===== src/rtl/s2mm_cmd_sequencer.sv =====
// s2mm_cmd_sequencer: queues (addr, len) descriptors and runs each through the S2MM engine
// over AXI4-Lite: writes ADDR, LEN and CTRL start, then polls STATUS until done.
module s2mm_cmd_sequencer #(
   parameter logic [31:0] BASE_ADDR  = 32'h4000_0000,
   parameter int          FIFO_DEPTH = 4,
   parameter int          POLL_GAP   = 4,
   parameter int          POLL_LIMIT = 0
) (
   input  logic        aclk,
   input  logic        aresetn,
   input  logic [31:0] desc_addr,
   input  logic [31:0] desc_len,
   input  logic        desc_valid,
   output logic        desc_ready,
   input  logic        err_clear,
   output logic [31:0] m_awaddr,
   output logic        m_awvalid,
   input  logic        m_awready,
   output logic [31:0] m_wdata,
   output logic [3:0]  m_wstrb,
   output logic        m_wvalid,
   input  logic        m_wready,
   input  logic [1:0]  m_bresp,
   input  logic        m_bvalid,
   output logic        m_bready,
   output logic [31:0] m_araddr,
   output logic        m_arvalid,
   input  logic        m_arready,
   input  logic [31:0] m_rdata,
   input  logic [1:0]  m_rresp,
   input  logic        m_rvalid,
   output logic        m_rready,
   output logic        busy,
   output logic        done_pulse,
   output logic [15:0] done_count,
   output logic        err,
   output logic [1:0]  err_code
);
   localparam int AW = $clog2(FIFO_DEPTH);
   typedef enum logic [3:0] {IDLE, WR_ADDR, WR_LEN, WR_CTRL, POLL_AR, POLL_R, POLL_WAIT, DONE, ERR} state_t;
   state_t      state;
   logic [31:0] addr_mem [FIFO_DEPTH];
   logic [31:0] len_mem [FIFO_DEPTH];
   logic [AW-1:0] wp, rp;
   logic [AW:0] cnt, cnt_nxt;
   logic        push, pop, issued, aw_ok, w_ok, status_done;
   logic [31:0] h_addr, h_len, poll_cnt, gap_cnt, wr_off, wr_val;
   assign push        = desc_valid && desc_ready;
   assign pop         = state == IDLE && cnt != '0 && !err;
   assign cnt_nxt     = cnt + (AW+1)'(push) - (AW+1)'(pop);
   assign m_araddr    = BASE_ADDR + 32'h4;
   assign m_wstrb     = 4'hF;
   assign wr_off      = state == WR_ADDR ? 32'h10 : state == WR_LEN ? 32'h14 : 32'h0;
   assign wr_val      = state == WR_ADDR ? h_addr : state == WR_LEN ? h_len : 32'h1;
   assign aw_ok       = !m_awvalid || m_awready;
   assign w_ok        = !m_wvalid || m_wready;
   assign status_done = (m_rdata & 32'h1) != 32'h0;
   // desc_ready is registered from the next count, so it never depends on desc_valid
   always_ff @(posedge aclk or negedge aresetn) begin
      if (!aresetn) begin
         wp         <= '0;
         rp         <= '0;
         cnt        <= '0;
         desc_ready <= 1'b0;
      end else begin
         if (push) wp <= wp + 1'b1;
         if (pop) rp <= rp + 1'b1;
         cnt        <= cnt_nxt;
         desc_ready <= cnt_nxt != (AW+1)'(FIFO_DEPTH);
      end
   end
   always_ff @(posedge aclk) begin
      if (push) begin
         addr_mem[wp] <= desc_addr;
         len_mem[wp]  <= desc_len;
      end
   end
   always_ff @(posedge aclk or negedge aresetn) begin
      if (!aresetn) begin
         state      <= IDLE;
         h_addr     <= '0;
         h_len      <= '0;
         poll_cnt   <= '0;
         gap_cnt    <= '0;
         issued     <= 1'b0;
         m_awaddr   <= '0;
         m_awvalid  <= 1'b0;
         m_wdata    <= '0;
         m_wvalid   <= 1'b0;
         m_bready   <= 1'b0;
         m_arvalid  <= 1'b0;
         m_rready   <= 1'b0;
         busy       <= 1'b0;
         done_pulse <= 1'b0;
         done_count <= '0;
         err        <= 1'b0;
         err_code   <= 2'b00;
      end else begin
         done_pulse <= 1'b0;
         case (state)
            IDLE: if (pop) begin
               h_addr   <= addr_mem[rp];
               h_len    <= len_mem[rp];
               poll_cnt <= '0;
               if (len_mem[rp] == '0) begin
                  state      <= DONE;
                  done_pulse <= 1'b1;
                  done_count <= done_count + 16'd1;
               end else begin
                  state <= WR_ADDR;
                  busy  <= 1'b1;
               end
            end
            // each register write: issue, wait both handshakes, then collect the response
            WR_ADDR, WR_LEN, WR_CTRL:
               if (!issued) begin
                  issued    <= 1'b1;
                  m_awvalid <= 1'b1;
                  m_wvalid  <= 1'b1;
                  m_awaddr  <= BASE_ADDR + wr_off;
                  m_wdata   <= wr_val;
               end else if (!m_bready) begin
                  if (m_awready) m_awvalid <= 1'b0;
                  if (m_wready) m_wvalid <= 1'b0;
                  if (aw_ok && w_ok) m_bready <= 1'b1;
               end else if (m_bvalid) begin
                  m_bready <= 1'b0;
                  issued   <= 1'b0;
                  if (m_bresp != 2'b00) begin
                     state    <= ERR;
                     err      <= 1'b1;
                     err_code <= 2'b01;
                     busy     <= 1'b0;
                  end else if (state == WR_CTRL) begin
                     state     <= POLL_AR;
                     m_arvalid <= 1'b1;
                  end else state <= state == WR_ADDR ? WR_LEN : WR_CTRL;
               end
            POLL_AR: if (m_arready) begin
               m_arvalid <= 1'b0;
               m_rready  <= 1'b1;
               state     <= POLL_R;
            end
            POLL_R: if (m_rvalid) begin
               m_rready <= 1'b0;
               if (m_rresp != 2'b00) begin
                  state    <= ERR;
                  err      <= 1'b1;
                  err_code <= 2'b10;
                  busy     <= 1'b0;
               end else if (status_done) begin
                  state      <= DONE;
                  done_pulse <= 1'b1;
                  done_count <= done_count + 16'd1;
                  busy       <= 1'b0;
               end else begin
                  poll_cnt <= poll_cnt + 32'd1;
                  gap_cnt  <= '0;
                  if (POLL_LIMIT != 0 && poll_cnt + 32'd1 == 32'(POLL_LIMIT)) begin
                     state    <= ERR;
                     err      <= 1'b1;
                     err_code <= 2'b11;
                     busy     <= 1'b0;
                  end else if (POLL_GAP == 0) begin
                     state     <= POLL_AR;
                     m_arvalid <= 1'b1;
                  end else state <= POLL_WAIT;
               end
            end
            POLL_WAIT:
               if (gap_cnt == 32'(POLL_GAP - 1)) begin
                  state     <= POLL_AR;
                  m_arvalid <= 1'b1;
               end else gap_cnt <= gap_cnt + 32'd1;
            DONE: state <= IDLE;
            ERR: if (err_clear) begin
               err      <= 1'b0;
               err_code <= 2'b00;
               state    <= IDLE;
            end
            default: state <= IDLE;
         endcase
      end
   end
endmodule


===== config.mk =====
export PLATFORM = sky130hd
export DESIGN_NAME = s2mm_cmd_sequencer
export DESIGN_NICKNAME = d
export VERILOG_FILES = /design/src/rtl/s2mm_cmd_sequencer.sv
export SDC_FILE = /design/constraint.sdc
export NUM_CORES = 1
export LEC_CHECK = 0
export ABC_AREA = 1
export CAP_MARGIN = 10
export CELL_PAD_IN_SITES_DETAIL_PLACEMENT = 1
export CELL_PAD_IN_SITES_GLOBAL_PLACEMENT = 2
export CORE_ASPECT_RATIO = 0.6
export CORE_MARGIN = 1.5
export CORE_UTILIZATION = 36
export DETAILED_ROUTE_END_ITERATION = 10
export GPL_ROUTABILITY_DRIVEN = 0
export PLACE_DENSITY_LB_ADDON = 0.1
export SYNTH_ARGS = -nofsm -noshare
export SYNTH_HDL_FRONTEND = slang
export SYNTH_SLANG_ARGS = --single-unit

===== constraint.sdc =====
create_clock -name aclk -period 5.5 [get_ports aclk]
set_clock_uncertainty 0.15 [all_clocks]
set_input_delay 1.375 -clock aclk [delete_from_list [all_inputs] [get_ports aclk]]
set_output_delay 1.375 -clock aclk [all_outputs]
set_load 0.05 [all_outputs]

---- Word level (Yosys, flattened, before mapping) ----
Memory sizes are Yosys's and may differ from the RTL's. A register that Yosys moved wholly into a read port is not among the register bits.
Index checks and enable logic that the tools add are counted.
cells by class
  add/sub/neg operators ................... 7
  equal/unequal tests ..................... 31
  muxes and demuxes ....................... 86
  bitwise logic cells ..................... 1
  reduce and logical (&&, ||, !) cells .... 34
operator list
  operator                                                           number
  32-bit two-way mux                                                 6
  16-bit two-way mux                                                 5
  32-bit one-hot mux with 2 select lines                             1
  1-bit two-way mux                                                  45
  4-bit two-way mux                                                  10
  2-bit != test (second input constant)                              20
  31-bit by 5-bit adder with 32-bit output (first input constant)    1
  32-bit by 1-bit adder with 32-bit output (second input constant)   1
  32-bit by 2-bit == test with 1-bit output (second input constant)  1
  32-bit logical NOT                                                 1
  16-bit one-hot mux with 2 select lines                             1
  4-bit one-hot mux with 6 select lines                              1
  8-bit AND reduction                                                3
  16-bit by 1-bit adder with 16-bit output (second input constant)   1
  2-bit two-way mux                                                  7
  4-bit by 3-bit == test with 1-bit output (second input constant)   3
  3-bit nonzero test                                                 4
  5-bit two-way mux                                                  2
  2-bit nonzero test                                                 5
  1-bit one-hot mux with 3 select lines                              3
  3-bit AND reduction                                                3
  9-bit AND reduction                                                1
  4-bit by 2-bit == test with 1-bit output (second input constant)   2
  3-bit two-way mux                                                  2
  other kinds (18)                                                   30
storage, ports and cells
  register bits ........................... 167
  bits in writable memories ............... 256
  input port bits ......................... 109
  output and inout port bits .............. 127
  logic and storage cells ................. 181
  memories ................................ 2
memories
  memory    depth  width  read ports  clocked after memory_dff  write ports  line  source
  addr_mem  4      32     1           1                         1            42    logic [31:0] addr_mem [FIFO_DEPTH];
  len_mem   4      32     1           0                         1            43    logic [31:0] len_mem [FIFO_DEPTH];

---- Longest topological paths before layout ----
  depth after elaboration ................. 8
  gate-level depth with buffers ........... 18
  depth with buffers taken out ............ 14

---- Worst setup path after synthesis ----
No wires, ideal clock.
  path type ............................... in2reg
  from .................................... in desc_valid
  to ...................................... mem addr_mem[0][0] (enable)
  setup time .............................. 0.487 ns
  arrival time ............................ 4.261 ns
  required time ........................... 4.863 ns
  slack ................................... 0.603 ns
  stages .................................. 2
  buffers on the path ..................... 0
  cells stage by stage .................... nand2_1 nor2_1
on the way
  longest elaborated chain between the ends .. 3
RTL lines
  element                                  line  source
  start: declaration                       13    input logic desc_valid,
  1-bit logical AND                        48    assign push = desc_valid && desc_ready;
  1-bit two-way mux                        73    if (push) begin
  1-bit two-way mux (implied by the code)  74    addr_mem[wp] <= desc_addr;
  end: declaration                         42
No other way between the ends.

---- Final worst setup path ----
  from .................................... reg rp[0]
  to ...................................... reg done_count[0]
on the way
  longest elaborated chain between the ends .. 4
RTL lines
  element                                                    line  source
  start: declaration                                         44    logic [AW-1:0] wp, rp;
  start signal: assignment                                   67    if (pop) rp <= rp + 1'b1;
  memory read 4 x 32 bit                                     -
  32-bit logical NOT                                         105   if (len_mem[rp] == '0) begin
  2-bit by 1-bit != test with 1-bit output (no source line)  -
  6-bit AND reduction (no source line)                       -
  end signal: assignment                                     108   done_count <= done_count + 16'd1;
  end signal: assignment                                     154   done_count <= done_count + 16'd1;
  end: declaration                                           35    output logic [15:0] done_count,
No other way between the ends.
A chain may end at the register's enable or synchronous reset.

==> flow_results.org <==
** Outcome
- The run finished with clean final reports.

** Final layout
- Final Cell Area :: 0.0217 mm²
- Filler instances :: 5380
- At the end of the flow, the number of nets in the layout was 1960.
- Once layout is complete, the utilization of the core stands at 0.437.
- Layout cell share with drive strength beyond 1 :: 0.0698
- Synthesis-to-layout area growth :: 18.9%

** Worst setup path
- The worst register-to-register path begins at rp[0].
- The signal on the critical path passes through buf_4, buf_4, nand2_1, nand3_1, nand2_1, nand2_1, nor2_1, nand2_1, nor2_2, nand2_1, nand2_2, nand2_1, xor2_1.
- In this run the critical register-to-register path is captured at done_count[0].
- Worst reg2reg path depth :: 13
- Largest stage delay, worst path :: 820 ps
- Sort of element at the end of the critical path :: flip-flop
- WS Path Type :: flip-flop to flip-flop
- Critical Path Start Type :: flip-flop
- At the worst endpoint, the required time is 5830 ps.
- In this run the worst setup path begins at rp[0].
- Of all nets on the critical path, the largest fanout is 80.
- Critical path arrival :: 3960 ps
- Critical-path cell with the highest stage delay :: sky130_fd_sc_hd__buf_4
- Timing endpoint of the critical path :: done_count[0]
- Most numerous cell on the critical path :: sky130_fd_sc_hd__nand2_1
- Worst R2R Setup Slack :: 1870 ps

** CTS
- CTS built an H-tree with a depth of 2.
- TritonCTS built the clock tree.
- At the later pin of the worst-skew pair, clock insertion delay measures 580 ps.
- Number of buffers between clock root and the deepest sink :: 3
- TritonCTS sink count :: 426
- Clock Root Buffer :: sky130_fd_sc_hd__clkbuf_16
- Post-CTS Setup Inserts :: 0
- Clock buffer count from CTS :: 44
- Cts repair resizes :: 0
- Number of hold-repair buffers added at the cts stage :: 0
- Clock-pin slew was measured on the worst setup and hold paths at 70 ps.

** STA
- The tightest hold path in the finished design has a slack of 333 ps.
- Setup violations remaining at the end of the flow were counted as 0.
- The number of hold violations in the final report came to 0.
- For the pin with the worst max-slew slack, the measured transition is 1020 ps.
- Static timing analysis puts the maximum clock frequency at 275 MHz.
- Unrepaired setup endpoints after global routing :: no
- Final setup TNS :: 0 ps
- Slew Limit Fails :: 0
- The worst path needs 3630 ps of the cycle, external delays included.
- Measured against its own limit, the worst slew margin works out to 0.319.
- Ratio of final minimum period to clock period :: 0.660

** Global route
- Maximum number of pins on one net before global-route repair :: 107
- Antenna violations before repair :: 3
- In the global route stage, overall resource usage came out at 0.198.
- Global-route wire length before repair :: 79000 µm
- Vias in the first global route :: 12826
- Global routing finished with a remaining overflow of 0.

** Routing
- The first detailed-routing pass ran for 5 iterations.
- Routed wire length per instance :: 20.0 µm
- After the first detailed-routing iteration, the DRC count stood at 675.
- The final route contains 12726 vias.
- Post-DRT Antenna Nets :: 0
- In the routed design, unresolved DRC markers number 0.
- Sum of routed wire length over all layers :: 51200 µm
- Via density :: 4.97

** Flow run
- Max-capacitance violation count :: 0

** Floorplan
- Die footprint :: 0.0522 mm²
- From left edge to right edge, the die measures 294 µm.
- The initial utilization of the core area, before any placement, comes to 0.367.
- Number of top-level pins :: 236
- Vertical die dimension :: 178 µm
- After floorplanning, the core was divided into 63 placement rows.
- Core area :: 0.0497 mm²

** Logic synthesis
- Synthesis Warnings :: 0
- Counting every instance in the synthesized netlist gives 1716.
- In this run the cell area of the synthesized design comes to 0.0183 mm².
- Synthesized flop and latch total :: 426
- After synthesis, the mean cell area works out to 10.6 µm².
- Of the synthesized area, sequential elements account for 0.653.
- Number of unique standard cell types used by synthesis :: 36

** Power and ir drop
- VDD sags by at most 0.332 mV.
- In this run the static leakage power is 8.85 nW.
- Power density over the cells :: 626 mW/mm²

** Placed design
- Final HPWL DP :: 32900 µm
- Buffers on Ports :: 139
- After detailed placement, the total cell area comes to 0.0202 mm².

** Worst hold path
- Min-Delay Path Class :: flip-flop to flip-flop
==> area by class of cell <==
cell class              count  area [µm²]  share of cell area
multi-input cells        1079        5280               0.243
clock inverters            17         194             0.00892
clock buffers              65        1340              0.0617
diodes                      1        2.50            0.000115
flip-flops and latches    426       11900               0.550
well taps                 682         853              0.0393
repair buffers            163        1640              0.0754
inverters                 128         483              0.0222
==> power by group <==
| part | internal [mW] | switching [mW] | total [mW] |
|---|---|---|---|
| Combinational | 1.71 | 4.02 | 5.73 |
| Clock | 1.84 | 1.32 | 3.16 |
| Sequential | 4.30 | 0.421 | 4.72 |
| Total | 7.85 | 5.77 | 13.6 |
==> layer usage <==
layer,vias up,part of all wire,global-route usage
met2,221,0.43,0.296
met3,70,0.043,0.0334
met1,6398,0.51,0.300
met5,-,0.00039,0
li1,6033,-,-
met4,4,0.017,0.0408
==> critical path, delay by kind of cell (launching register included) <==
kind | cells | cell delay, ps
buf+inv | 2 | 1270
simple gates | 10 | 1460
xor+xnor | 1 | 170
flops | 1 | 410
==> cells by family after synthesis <==
| family | synth area share |
|---|---|
| simple gates | 0.160 |
| mux | 0.00493 |
| xor+xnor | 0.0139 |
| fa+ha+maj | 0.00657 |
| compound gates | 0.0875 |
| other cells | 0.000411 |
| buf+inv | 0.0735 |
| flops | 0.653 |
==> Yosys cell counts (all sizes together) <==
cell	number	area, µm²
a21boi	1	7.51
a21oi	38	190
a2bb2oi	31	272
a31oi	32	200
buf	97	678
clkbuf	49	184
conb	2	7.51
dfrtp	170	4250
edfxtp	256	7690
fa	1	20.0
ha	8	100
inv	128	480
mux2	8	90.1
nand2	362	1360
nand3	108	541
nand3b	2	15.0
nand4	22	138
nor2	152	586
nor3	34	170
nor3b	2	15.0
nor4	11	68.8
o211ai	2	15.0
o21ai	110	551
o221ai	1	8.76
o22ai	53	332
o31ai	2	15.0
o32ai	1	8.76
or2	4	25.0
xnor2	1	8.76
xor2	28	245
==> how the worst min path moves through the flow <==
stage	startpoint	to	slack, ps	depth (start not counted)
2_1_floorplan	h_addr[16]	h_addr[16]	330	1
3_3_place_gp	m_awaddr[30]	m_awaddr[30]	310	1
3_5_place_dp	m_awaddr[30]	m_awaddr[30]	330	1
4_1_cts	m_awaddr[30]	m_awaddr[30]	340	1
5_1_grt	m_awaddr[30]	m_awaddr[30]	360	1
6_report	m_awaddr[30]	m_awaddr[30]	330	1
==> flip-flops by register name, indices dropped and copies added (netlist names), 4 cells and up <==
register	count
m_wdata	32
h_addr	32
h_len	32
gap_cnt	32
addr_mem	128
done_count	16
len_mem	128
state	4
==> cell usage in the layout (no fill, tap or decap), drive strengths merged, types with 2 or more instances in the layout <==
| master | instances |
|---|---|
| nand2 | 362 |
| edfxtp | 256 |
| dfrtp | 170 |
| nor2 | 152 |
| clkdlybuf4s50 | 138 |
| inv | 128 |
| o21ai | 110 |
| nand3 | 108 |
| clkbuf | 66 |
| conb | 65 |
| o22ai | 53 |
| a21oi | 38 |
| nor3 | 34 |
| a31oi | 32 |
| a2bb2oi | 31 |
| xor2 | 28 |
| buf | 24 |
| nand4 | 22 |
| clkinv | 12 |
| nor4 | 11 |
| mux2 | 8 |
| ha | 8 |
| or2 | 4 |
| bufinv | 3 |
| o31ai | 2 |
| nor3b | 2 |
| nand3b | 2 |
| o211ai | 2 |
| clkinvlp | 2 |
==> stage by stage <==
| step | setup WS [ps] | power [mW] | instances |
|---|---|---|---|
| 6_report | 1870 | 13.6 | 2561 |
| 3_5_place_dp | 1450 | 10.6 | 2478 |
| 5_1_grt | 1520 | 14.5 | 2560 |
| 3_3_place_gp | 1550 | 10.4 | 2478 |
| 2_1_floorplan | 603 | 8.60 | 1779 |
| 4_1_cts | 1770 | 13.8 | 2560 |
Note: power is estimated with default switching activity, not from simulation.
==> RTL change: new RTL, same flow settings <==
The 9 states of `state_t` get a one-hot encoding in 9 bits.
--- a/src/rtl/s2mm_cmd_sequencer.sv
+++ b/src/rtl/s2mm_cmd_sequencer.sv
@@ -39,3 +39,3 @@
    localparam int AW = $clog2(FIFO_DEPTH);
-   typedef enum logic [3:0] {IDLE, WR_ADDR, WR_LEN, WR_CTRL, POLL_AR, POLL_R, POLL_WAIT, DONE, ERR} state_t;
+   typedef enum logic [8:0] {IDLE = 9'b000000001, WR_ADDR = 9'b000000010, WR_LEN = 9'b000000100, WR_CTRL = 9'b000001000, POLL_AR = 9'b000010000, POLL_R = 9'b000100000, POLL_WAIT = 9'b001000000, DONE = 9'b010000000, ERR = 9'b100000000} state_t;
    state_t      state;
Behaviour: same outputs for any inputs over 4 cycles, from zero or initial values and one cycle with aresetn low; so few cycles prove little.
==> RTL change against the unedited design <==
  * Sequential cell count up 5
  * Setup slack worse by 0.39 ns
  * Critical path depth increased by 3
  * Synthesized cell count grew 8.5%
  * Routed wire length grew 4.8%
  * Cell area is 1.5% higher
  * First-iteration DRC count rose by 24%
  * Maximum frequency fell by 9.7%
  * Non-clock buffer count shrank 3
  * Critical path type unchanged
  * Synthesized area is 2.5% higher
Power is not compared: it rests on default switching activity, and its combinational part moved more than twofold at a synthesized area within 25%.
==> RTL change: results (changes against the unedited design) <==
* Top cells by area, synth: edfxtp_1, dfrtp_1, nand2_1, nor2_1, o21ai_0
* Register area share after synthesis at 0.644 (-0.00923)
* CP Max Fanout at 93 (+16%)
* Storage cell area at 12100 um2 (+1.1%)
* Post-synthesis mux area share at 0 (-0.00493)
* Reg2reg end: done_count[1]$_DFFE_PN0P_
* Period Utilization, post-route at 0.731 (+0.0710)
* Post-Layout Cell Count at 2715 (+6.0%)
* CTS Root Cell: clkbuf_16
* CLK BUF at 62 (-4.6%)
* Worst-Margin Slew at 1.05 ns (+0.0290 ns)
* Share of the synthesized area in compound gates (AO/OA/AOI/OAI) at 0.0625 (-0.0251)
* # fillers at 5620 (+4.5%)
* WP data arrival at 4.36 ns (+0.40 ns)
* Iter 0 DRT Violations at 838 (+24%)
* Pin count of the biggest net entering global routing at 97 (-9.3%)
* DR pass1 iterations at 6 (+1)
* Synth Area in XOR/XNOR at 0.0187 (+0.00480)
* Post-Synth Adder-Cell Area at 0.00574 (-0.000829)
* Post-synth top cells: nand2_1, nor2_1, edfxtp_1, dfrtp_1, o21ai_0
* Dpl cells at 2633 (+6.3%)
* Buffer share of cell area at 0.0737 (-0.00160)
* Total GRT Usage at 0.201 (+0.00327)
* Asr flop ratio synth at 0.406 (+0.00697)
* R2r setup slk at 1.48 ns (-0.39 ns)
* Worst Hold Path EP: err_code[0]$_DFFE_PN0P_
* Fraction of area in registers at 0.547 (-0.00266)
* Ant diodes at 0 (-1)
* Dpl hpwl at 35400 um (+7.7%)
* Post-synthesis cell count at 1862 (+8.5%)
* Netlist cell types at 40 (+11%)
* Vias in the first global route at 13600 (+5.7%)
* WL/cell at 19.8 um (-1.2%)
* Status: complete, no violations
* First-pass GRT wire length at 83200 um (+5.4%)
* Hold path depth at 2 (+1)
* Hold slack at 0.323 ns (-0.0102 ns)
* Signal buffers at 160 (-1.8%)
* Fraction of layout cells with a size suffix above 1 at 0.0529 (-0.0168)
* Worst R2R Path Depth at 16 (+3)
* Inverters at 92 (-28%)
* Hold_sp: err_code[0]$_DFFE_PN0P_
* Area after DPL at 20600 um2 (+2.2%)
RTL change: cell count changes after synthesis, sizes merged, moves of 10 or more:
cell     before  now
nor2        152  285
nand2       362  460
inv         128   91
a21oi        38    6
a2bb2oi      31    0
o22ai        53   25
o21ai       110  132
nand3       108  129
nor3         34   24
RTL change: worst max-delay path, stage by stage, from the launching register on:
cell and delay [ns]:
dfrtp_4 0.77, clkinv_2 0.18, buf_4 0.47, buf_4 0.41, nand2_1 0.12, nand3_1 0.08, nand2_1 0.16, nand2_1 0.07
nor2_1 0.11, nand2_1 0.05, nor2_1 0.36, nand2_1 0.21, nand2_2 0.31, nand2_1 0.15, inv_1 0.11, nand2_1 0.06
nand2_1 0.05
RTL change: per-layer routing:
metal  track usage  vias to the layer above  wire length (um)
met3        0.0343                       61              2550
met4        0.0345                        0               720
li1              -                     6369                 -
met2         0.302                      252             23100
met5             0                        -                 0
met1         0.307                     6584             27300
